## config.mk

```make
export PLATFORM = sky130hd
export DESIGN_NAME = adder_arbiter_flat
export DESIGN_NICKNAME = d
export VERILOG_FILES = /design/src/rtl/adder_arbiter_if.sv /design/src/rtl/adder_arbiter.sv /design/src/flat_wrapper.sv
export SDC_FILE = /design/constraint.sdc
export NUM_CORES = 1
export LEC_CHECK = 0
export ABC_AREA = 1
export CORE_MARGIN = 5
export CORE_UTILIZATION = 39
export DETAILED_ROUTE_END_ITERATION = 10
export PLACE_DENSITY = 0.81
export SLEW_MARGIN = 25
export SYNTH_ARGS = -nofsm -noshare
export SYNTH_HDL_FRONTEND = slang
export SYNTH_SLANG_ARGS = --single-unit
```

## constraint.sdc

```tcl
create_clock -name clk -period 1.65 [get_ports clk]
set_input_delay 0.33 -clock clk [delete_from_list [all_inputs] [get_ports clk]]
set_output_delay 0.33 -clock clk [all_outputs]
set_load 0.01 [all_outputs]
```

## src/rtl/adder_arbiter_if.sv

```systemverilog
// Request/response bundle between NREQ requesters and the shared adder arbiter.
// master = requester side, slave = arbiter side.
interface adder_arbiter_if #(
  parameter int unsigned NREQ = 2,
  parameter int unsigned W    = 32
);
  logic [NREQ-1:0]   req_valid;
  logic [NREQ-1:0]   req_ready;
  logic [NREQ*W-1:0] req_x;
  logic [NREQ*W-1:0] req_y;
  logic [NREQ-1:0]   req_sub;
  logic [NREQ-1:0]   resp_valid;
  logic [NREQ-1:0]   resp_ready;
  logic [W-1:0]      resp_data;

  modport master (
    output req_valid, req_x, req_y, req_sub, resp_ready,
    input  req_ready, resp_valid, resp_data
  );

  modport slave (
    input  req_valid, req_x, req_y, req_sub, resp_ready,
    output req_ready, resp_valid, resp_data
  );
endinterface

```

## src/rtl/adder_arbiter.sv

```systemverilog
// Round-robin arbiter sharing one W-bit adder/subtractor among NREQ requesters.
// Defining ADDER_ARBITER_FLAGS_EN adds registered resp_zero/resp_neg/resp_ovf outputs.
module adder_arbiter #(
  parameter int unsigned NREQ = 2,
  parameter int unsigned W    = 32
) (
  input  logic           clk,
  input  logic           rst_n,
  adder_arbiter_if.slave bus,
  output logic [W-1:0]   add_x,
  output logic [W-1:0]   add_y,
  output logic           add_sub,
  input  logic [W-1:0]   add_out
`ifdef ADDER_ARBITER_FLAGS_EN
  ,
  output logic           resp_zero,
  output logic           resp_neg,
  output logic           resp_ovf
`endif
);
  localparam int unsigned IdxW = $clog2(NREQ);
  typedef logic [IdxW-1:0] idx_t;

  typedef enum logic [1:0] {StIdle, StCalc, StResp} state_e;

  state_e          state_q, state_d;
  idx_t            last_grant_q, last_grant_d;
  idx_t            owner_q, owner_d;
  idx_t            grant;
  logic            grant_found;
  logic [W-1:0]    op_x_q, op_x_d, op_y_q, op_y_d, res_q, res_d;
  logic            op_sub_q, op_sub_d;
  logic [NREQ-1:0] req_ready, resp_valid;

  // Scan from the requester after the last grant, wrapping around.
  always_comb begin : grant_pick
    idx_t cand;
    cand        = '0;
    grant       = '0;
    grant_found = 1'b0;
    for (int unsigned k = 1; k <= NREQ; k++) begin
      cand = idx_t'((32'(last_grant_q) + k) % NREQ);
      if (!grant_found && bus.req_valid[cand]) begin
        grant_found = 1'b1;
        grant       = cand;
      end
    end
  end

  always_comb begin
    state_d      = state_q;
    last_grant_d = last_grant_q;
    owner_d      = owner_q;
    op_x_d       = op_x_q;
    op_y_d       = op_y_q;
    op_sub_d     = op_sub_q;
    res_d        = res_q;
    req_ready    = '0;
    resp_valid   = '0;
    unique case (state_q)
      StIdle: begin
        // rst_n gate keeps req_ready low while reset is held.
        if (grant_found && rst_n) begin
          req_ready[grant] = 1'b1;
          op_x_d           = bus.req_x[grant*W +: W];
          op_y_d           = bus.req_y[grant*W +: W];
          op_sub_d         = bus.req_sub[grant];
          owner_d          = grant;
          last_grant_d     = grant;
          state_d          = StCalc;
        end
      end
      StCalc: begin
        res_d   = add_out;
        state_d = StResp;
      end
      StResp: begin
        resp_valid[owner_q] = 1'b1;
        if (bus.resp_ready[owner_q]) state_d = StIdle;
      end
      default: state_d = StIdle;
    endcase
  end

  always_ff @(posedge clk or negedge rst_n) begin
    if (!rst_n) begin
      state_q      <= StIdle;
      last_grant_q <= idx_t'(NREQ - 1);
      owner_q      <= '0;
      op_x_q       <= '0;
      op_y_q       <= '0;
      op_sub_q     <= 1'b0;
      res_q        <= '0;
    end else begin
      state_q      <= state_d;
      last_grant_q <= last_grant_d;
      owner_q      <= owner_d;
      op_x_q       <= op_x_d;
      op_y_q       <= op_y_d;
      op_sub_q     <= op_sub_d;
      res_q        <= res_d;
    end
  end

  assign add_x          = op_x_q;
  assign add_y          = op_y_q;
  assign add_sub        = op_sub_q;
  assign bus.req_ready  = req_ready;
  assign bus.resp_valid = resp_valid;
  assign bus.resp_data  = res_q;

`ifdef ADDER_ARBITER_FLAGS_EN
  logic zero_q, zero_d, neg_q, neg_d, ovf_q, ovf_d;

  // Flags share res_q timing: captured from add_out at the end of CALC.
  always_comb begin
    zero_d = zero_q;
    neg_d  = neg_q;
    ovf_d  = ovf_q;
    if (state_q == StCalc) begin
      zero_d = (add_out == '0);
      neg_d  = add_out[W-1];
      ovf_d  = (op_sub_q ? (op_x_q[W-1] != op_y_q[W-1]) : (op_x_q[W-1] == op_y_q[W-1]))
               && (add_out[W-1] != op_x_q[W-1]);
    end
  end

  always_ff @(posedge clk or negedge rst_n) begin
    if (!rst_n) begin
      zero_q <= 1'b0;
      neg_q  <= 1'b0;
      ovf_q  <= 1'b0;
    end else begin
      zero_q <= zero_d;
      neg_q  <= neg_d;
      ovf_q  <= ovf_d;
    end
  end

  assign resp_zero = zero_q;
  assign resp_neg  = neg_q;
  assign resp_ovf  = ovf_q;
`endif
endmodule

```

## src/flat_wrapper.sv

```systemverilog
// flat-port wrapper written by rule: the top's interface ports become plain ports
module adder_arbiter_flat 
#(
  parameter int unsigned NREQ = 2,
  parameter int unsigned W    = 32
)
  (clk, rst_n, add_x, add_y, add_sub, add_out, bus_req_valid, bus_req_x, bus_req_y, bus_req_sub, bus_resp_ready, bus_req_ready, bus_resp_valid, bus_resp_data);
  adder_arbiter_if #(.NREQ(NREQ), .W(W)) bus_i ();
  input  logic clk;
  input  logic rst_n;
  output logic [W-1:0] add_x;
  output logic [W-1:0] add_y;
  output logic add_sub;
  input  logic [W-1:0] add_out;
  input wire logic [$bits(bus_i.req_valid)-1:0] bus_req_valid;
  input wire logic [$bits(bus_i.req_x)-1:0] bus_req_x;
  input wire logic [$bits(bus_i.req_y)-1:0] bus_req_y;
  input wire logic [$bits(bus_i.req_sub)-1:0] bus_req_sub;
  input wire logic [$bits(bus_i.resp_ready)-1:0] bus_resp_ready;
  output wire logic [$bits(bus_i.req_ready)-1:0] bus_req_ready;
  output wire logic [$bits(bus_i.resp_valid)-1:0] bus_resp_valid;
  output wire logic [$bits(bus_i.resp_data)-1:0] bus_resp_data;
  assign bus_i.req_valid = bus_req_valid;
  assign bus_i.req_x = bus_req_x;
  assign bus_i.req_y = bus_req_y;
  assign bus_i.req_sub = bus_req_sub;
  assign bus_i.resp_ready = bus_resp_ready;
  assign bus_req_ready = bus_i.req_ready;
  assign bus_resp_valid = bus_i.resp_valid;
  assign bus_resp_data = bus_i.resp_data;
  adder_arbiter #(.NREQ(NREQ), .W(W)) u_core (.clk(clk), .rst_n(rst_n), .bus(bus_i), .add_x(add_x), .add_y(add_y), .add_sub(add_sub), .add_out(add_out));
endmodule
```

==> results of run 1 <==
-- per-stage QoR --
stage | power (mW) | hold WS (ns) | TNS (ns) | utilization | cell area, µm²
6_report | 12.1 | 0.125 | 0 | 0.656 | 7910
5_1_grt | 13.0 | 0.159 | -0.121 | 0.656 | 7910
4_1_cts | 12.2 | 0.126 | -0.0190 | 0.653 | 7870
3_5_place_dp | 10.2 | 0.457 | -23.82 | 0.630 | 7600
3_3_place_gp | 10.1 | 0.453 | -21.03 | 0.630 | 7600
2_1_floorplan | 6.79 | 0.0344 | 0 | - | 4830
-- per-layer routing --
layer | track usage | part of all wire | vias to the layer above
met5 | 0 | 0 | -
met1 | 0.274 | 0.41 | 2311
met3 | 0.0503 | 0.068 | 21
met4 | 0.0658 | 0.022 | 0
met2 | 0.368 | 0.50 | 176
li1 | - | - | 2547
-- registers in the layout, summed over array words and instances, names as in the netlist --
name	cells
u_core.add_sub	1
u_core.add_x	32
u_core.add_y	32
u_core.bus.resp_data	32
u_core.last_grant_q	1
u_core.owner_q	1
u_core.state_q	2
-- worst max-delay path, stage by stage, from the launching register on --
cell and delay [ns]:
dfrtp_1 0.41, buf_6 0.12, inv_4 0.03, nor2_4 0.10
inv_2 0.04, nor2_1 0.10, buf_2 0.15
-- kinds of logic after synthesis --
| logic type | synth area share |
|---|---|
| AND/OR/NAND/NOR | 0.424 |
| flip-flops | 0.524 |
| buffers and inverters | 0.0513 |
| AO/OA/AOI/OAI | 0.00104 |
-- worst min path at each step --
stage	cells past startpoint	slack, ns	end
final	3	0.13	u_core.add_y[1]
after global routing	3	0.16	u_core.add_y[27]
after CTS	3	0.13	u_core.add_y[25]
after detailed placement	2	0.46	u_core.bus.resp_data[17]
after global placement	2	0.45	u_core.bus.resp_data[21]
after floorplan	0	0.03	u_core.add_sub
-- timing repair --
action                                  in CTS  in global routing
buffers inserted                             1                  2
resized for setup                           23                  6
endpoints found under the setup margin      39                 97
pin swaps                                    1                  6
-- cell type report --
class                           instances  area (µm²)  area share
Antenna cell                            1        2.50    0.000316
Clock buffer                           13         250      0.0316
Clock inverter                          3        21.3     0.00269
Inverter                                6        25.0     0.00316
Timing Repair Buffer                  285        2800       0.354
Multi-Input combinational cell        507        2070       0.262
Sequential cell                       101        2530       0.320
Tap cell                              168         210      0.0266
-- power breakdown --
part / internal, mW / total (mW) / switching [mW]
combinational: 3.02 / 5.90 / 2.87
sequential: 3.63 / 4.24 / 0.609
clock: 1.07 / 1.95 / 0.885
-- placed cells by master (no fill, tap or decap) --
cell	netlist	routed
nand3_2	1	1
inv_2	3	4
clkbuf_8	0	1
diode_2	0	1
clkinv_4	0	1
clkbuf_1	12	3
nand2_1	400	397
buf_2	27	4
o21ai_2	0	1
dfstp_2	1	1
dfrtp_1	100	99
dfrtp_2	0	1
nor2_1	4	3
nor2_4	2	3
clkinvlp_4	0	1
inv_1	3	1
buf_4	4	15
or2_1	1	1
buf_6	1	4
inv_4	0	1
dlygate4sd2_1	0	1
nand2_2	0	3
clkdlybuf4s50_1	0	261
clkbuf_16	0	9
nand3_1	98	98
clkinv_2	0	1
==> results.sh, run 1 <==
export IMPL_coreArea_um2=12100
export IMPL_dp_cells=1064
export IMPL_setup_viol=0
export IMPL_yosysTopAreaCellShare=0.518
export IMPL_fmax_ghz=0.618
export IMPL_crit_fanout=2
export IMPL_final_fill_count=1072
export IMPL_arrival_ns=1.29
export IMPL_ys_ff_latch=101
export IMPL_wl_um=16200
export IMPL_grt_pass1_vias=4765
export IMPL_area_growth_pct=63.8
export IMPL_rsz0062_at_grt="true"
export IMPL_fin_skew_ns=0.00552
export IMPL_cts_root_buf="clkbuf_16"
export IMPL_worst_slack_ns=0.0315
export IMPL_r2r_start="u_core.state_q[1]"
export IMPL_antenna_left=0
export IMPL_synthArstFlopShare=1.00
export IMPL_min_period_ns=1.62
export IMPL_vdd_drop_max_mv=0.768
export IMPL_cts_sinks=101
export IMPL_die_w_um=121
export IMPL_grt_util_all_layers=0.216
export IMPL_synth_commonest_cells="400 x nand2_1, 100 x dfrtp_1, 98 x nand3_1"
export IMPL_synth_seq_area_share=0.524
export IMPL_drv_slew=0
export IMPL_via_per_inst=4.66
export IMPL_clk_path_buf_depth=2
export IMPL_r2r_slack_ns=0.11
export IMPL_syn_avg_cell_area_um2=7.32
export IMPL_drive_above_1_share=0.0557
export IMPL_hold_viol=0
export IMPL_yosys_warnings=0
export IMPL_cp_end_kind="output port"
export IMPL_nets=1078
export IMPL_cap_violations=0
export IMPL_cts_buffers=9
export IMPL_htreeDepth=3
export IMPL_dieArea_um2=14700
export IMPL_dp_hpwl_um=11700
export IMPL_required_ns=1.32
export IMPL_dr_pass1_iters=6
export IMPL_critPathLaunch="u_core.state_q[1]"
export IMPL_synth_area_leader_cell="dfrtp_1"
export IMPL_synth_distinct_cells=16
export IMPL_vias=5055
export IMPL_synthCells=659
export IMPL_rr_endpoint="u_core.bus.resp_data[27]"
export IMPL_crit_type="flip-flop to output port"
export IMPL_place_ws_ns=-0.443
export IMPL_hold_class="input port to async pin"
export IMPL_clkTransAtPathRegs_ns=0.06
export IMPL_worst_pin_slew_ns=0.904
export IMPL_dieHeight_um=121
export IMPL_synthTopCellsByArea="dfrtp_1 52%, nand2_1 31%, nand3_1 10%, buf_2 2.8%, clkbuf_1 0.93%"
export IMPL_io_buffers=268
export IMPL_critPathCapture="bus_resp_valid[1]"
export IMPL_post_drt_wl_per_cell_um=15.0
export IMPL_drc=0
export IMPL_synthFlopType="dfrtp_1"
export IMPL_critPathLaunchType="flip-flop"
export IMPL_reg2reg_depth=7
export IMPL_syn_nets=827
export IMPL_antenna_found_initial=1
export IMPL_synth_most_common_cell="nand2_1"
export IMPL_grt_max_degree=74
export IMPL_drt_iter0_drc=313
export IMPL_status="finished, final reports clean"
export IMPL_synth_cell_area_um2=4830
export IMPL_grt_pass1_wl_um=25300
export IMPL_start_util=0.400
export IMPL_cts_hold_repair_buffers=0
export IMPL_rows=40
export IMPL_stdcell_count=1084
export IMPL_gr_total_overflow=0
export IMPL_period_share=0.981
export IMPL_relSlewSlack=0.398
export IMPL_leakage_nw=3.98
export IMPL_tritoncts="done"
export IMPL_clock_latency_ns=0.33
export IMPL_routabilityCongestion=0.786
export IMPL_synth_edf_count=0
export IMPL_powerDensity_nw_per_um2=1530
export IMPL_io_pins=269
Power figures use the tool's default switching activity.
==> run 2, diff against run 1 <==
--- a/config.mk
+++ b/config.mk
@@ -9,7 +9,9 @@
 export CORE_MARGIN = 5
 export CORE_UTILIZATION = 39
 export DETAILED_ROUTE_END_ITERATION = 10
+export MAX_ROUTING_LAYER = met4
 export PLACE_DENSITY = 0.81
+export SETUP_SLACK_MARGIN = 0.2
 export SLEW_MARGIN = 25
 export SYNTH_ARGS = -nofsm -noshare
 export SYNTH_HDL_FRONTEND = slang
==> run 2 against run 1 <==
The flow now finishes with violations (setup timing). Final area up 4.1%. Critical path depth stayed put. Largest power group unchanged. Cell count rose by 1.6%. Highest routed layer unchanged. Sequential share of layout area is 1.3 points lower. Via count increased by 5.4%. Global-route usage rose by 0.95 points. Clock power is 9% higher.
==> results.sh, run 2 (synthesis results as in run 1) <==
export IMPL_status="finished with violations"
export IMPL_violations="setup timing"
export IMPL_worst_slack_ns=-0.00237
export IMPL_slowest_stage="dfstp_2"
export IMPL_required_ns=1.32
export IMPL_drc=0
export IMPL_max_stage_delay_ns=0.57
export IMPL_start_util=0.400
export IMPL_cts_buffers=9
export IMPL_htreeDepth=3
export IMPL_clk_path_buf_depth=2
export IMPL_io_pins=269
export IMPL_diodes=0
export IMPL_hold_slack_ns=0.263
export IMPL_antenna_found_initial=0
export IMPL_p_switching_mw=4.64
export IMPL_r2r_slack_ns=0.12
export IMPL_worst_path_buf_inv=3
export IMPL_gr_total_overflow=0
export IMPL_rows=40
export IMPL_rsz0062_at_grt="true"
export IMPL_via_per_inst=4.84
export IMPL_cp_cell_sequence="nand2_4, nand2_4, inv_4, nand2_2, inv_2, buf_6"
export IMPL_dp_cells=1067
export IMPL_area_growth_pct=70.5
export IMPL_final_common_cell="nand2_1"
export IMPL_hold_viol=0
export IMPL_grt_max_degree=67
export IMPL_crit_fanout=3
export IMPL_cap_violations=0
export IMPL_cts_sinks=101
export IMPL_grt_util_all_layers=0.226
export IMPL_r2r_start="u_core.last_grant_q"
export IMPL_die_w_um=121
export IMPL_leakage_nw=4.43
export IMPL_clkTransAtPathRegs_ns=0.08
export IMPL_rr_endpoint="u_core.add_y[0]"
export IMPL_relSlewSlack=0.550
export IMPL_reg2reg_depth=9
export IMPL_seqPwrFrac=0.349
export IMPL_final_cell_mix="397 x nand2_1, 164 x clkdlybuf4s50_1, 100 x dfrtp_1"
export IMPL_power_internal_mw=7.43
export IMPL_final_fill_count=1023
export IMPL_setup_viol=1
export IMPL_crit_top_cell="nand2_4"
export IMPL_io_buffers=268
export IMPL_dr_pass1_iters=5
export IMPL_hold_class="input port to async pin"
export IMPL_critPathLaunchType="flip-flop"
export IMPL_drt_iter0_drc=335
export IMPL_dieArea_um2=14700
export IMPL_crit_family="flip-flops"
export IMPL_power_share_clock=0.176
export IMPL_wl_um=18400
export IMPL_vdd_drop_max_mv=0.675
export IMPL_dieHeight_um=121
export IMPL_crit_type="flip-flop to output port"
export IMPL_clock_latency_ns=0.34
export IMPL_stdcell_count=1101
export IMPL_post_drt_wl_per_cell_um=16.7
export IMPL_fmax_ghz=0.605
export IMPL_cp_end_kind="output port"
export IMPL_power_share_combinational=0.475
export IMPL_worst_pin_slew_ns=0.675
export IMPL_fin_skew_ns=0.0139
export IMPL_nets=1097
export IMPL_drv_slew=0
export IMPL_antenna_left=0
export IMPL_coreArea_um2=12100
export IMPL_period_share=1.00
export IMPL_arrival_ns=1.32
export IMPL_min_period_ns=1.65
export IMPL_vias=5329
export IMPL_tritoncts="done"
export IMPL_drive_above_1_share=0.0750
export IMPL_cts_root_buf="clkbuf_16"
export IMPL_finish_utilization=0.682
export IMPL_grt_pass1_vias=4991
export IMPL_grt_pass1_wl_um=25600
export IMPL_routabilityCongestion=0.817
export IMPL_dp_hpwl_um=12100
export IMPL_p_sw_frac=0.384
export IMPL_powerDensity_nw_per_um2=1470
run 2: cell count changes in the layout (fill, tap and decap cells not counted), sizes merged:
cell           delta
clkinvlp          +2
inv               +1
clkdlybuf4s50    -97
diode             -1
bufinv            +1
clkbuf            +5
buf              +11
dlygate4sd2      +97
clkinv            -2
run 2: worst max-delay path by stage:
stage | cells after the start | endpoint | startpoint | slack (ns)
final | 6 | bus_req_ready[1] | u_core.last_grant_q | -0.002
after global routing | 6 | bus_req_ready[1] | u_core.state_q[1] | -0.05
after CTS | 6 | bus_req_ready[1] | u_core.last_grant_q | 0.03
after detailed placement | 6 | bus_req_ready[1] | bus_req_valid[0] | -0.41
after global placement | 6 | bus_req_ready[1] | bus_req_valid[0] | -0.36
after floorplan | 7 | bus_req_ready[1] | u_core.last_grant_q | 0.21
run 2: final cells by class:
cell class / count / area [µm²] / area share
clock inverters: 5 / 61.3 / 0.00745
multi-input cells: 507 / 2090 / 0.254
flip-flops and latches: 101 / 2530 / 0.307
repair buffers: 304 / 3090 / 0.375
inverters: 6 / 27.5 / 0.00334
clock buffers: 10 / 229 / 0.0278
well taps: 168 / 210 / 0.0255
run 2: what timing repair did:
| action | in CTS | in global routing |
|---|---|---|
| buffers inserted | 2 | 6 |
| endpoints found under the hold margin | 0 | 0 |
| gates resized for setup | 122 | 28 |
| pin swaps | 4 | 5 |
| endpoints found under the setup margin | 192 | 95 |
| hold buffers | 0 | 0 |
| gates cloned | 0 | 11 |
run 2: through the flow:
| step | total power, mW | worst slack, ns | TNS, ns | cell area [µm²] |
|---|---|---|---|---|
| after floorplan | 6.80 | 0.206 | 0 | 4840 |
| after global placement | 10.2 | -0.363 | -17.05 | 7650 |
| after detailed placement | 10.3 | -0.409 | -19.96 | 7650 |
| after CTS | 11.6 | 0.0276 | 0 | 7840 |
| after global routing | 12.9 | -0.0531 | -0.132 | 8230 |
| final | 12.1 | -0.00237 | -0.00237 | 8230 |
run 2: worst min-delay path: stages:
cell	delay (ns)
buf_4	0.13
buf_4	0.11
buf_4	0.51
run 2: per-layer routing:
metal  vias up  GRT usage  share of wire
li1       2595          -              -
met1      2509      0.283           0.41
met2       195      0.368           0.50
met3        30     0.0536          0.065
met4         0     0.0658          0.023
met5         -          -              0
run 2: power by group through the flow:
stage / combinational [mW] / sequential (mW) / clock, mW
4_1_cts: 5.28 / 4.20 / 2.15
3_3_place_gp: 5.92 / 4.23 / 0
3_5_place_dp: 6.01 / 4.27 / 0
5_1_grt: 6.27 / 4.37 / 2.23
6_report: 5.74 / 4.21 / 2.12
2_1_floorplan: 2.02 / 4.78 / 0
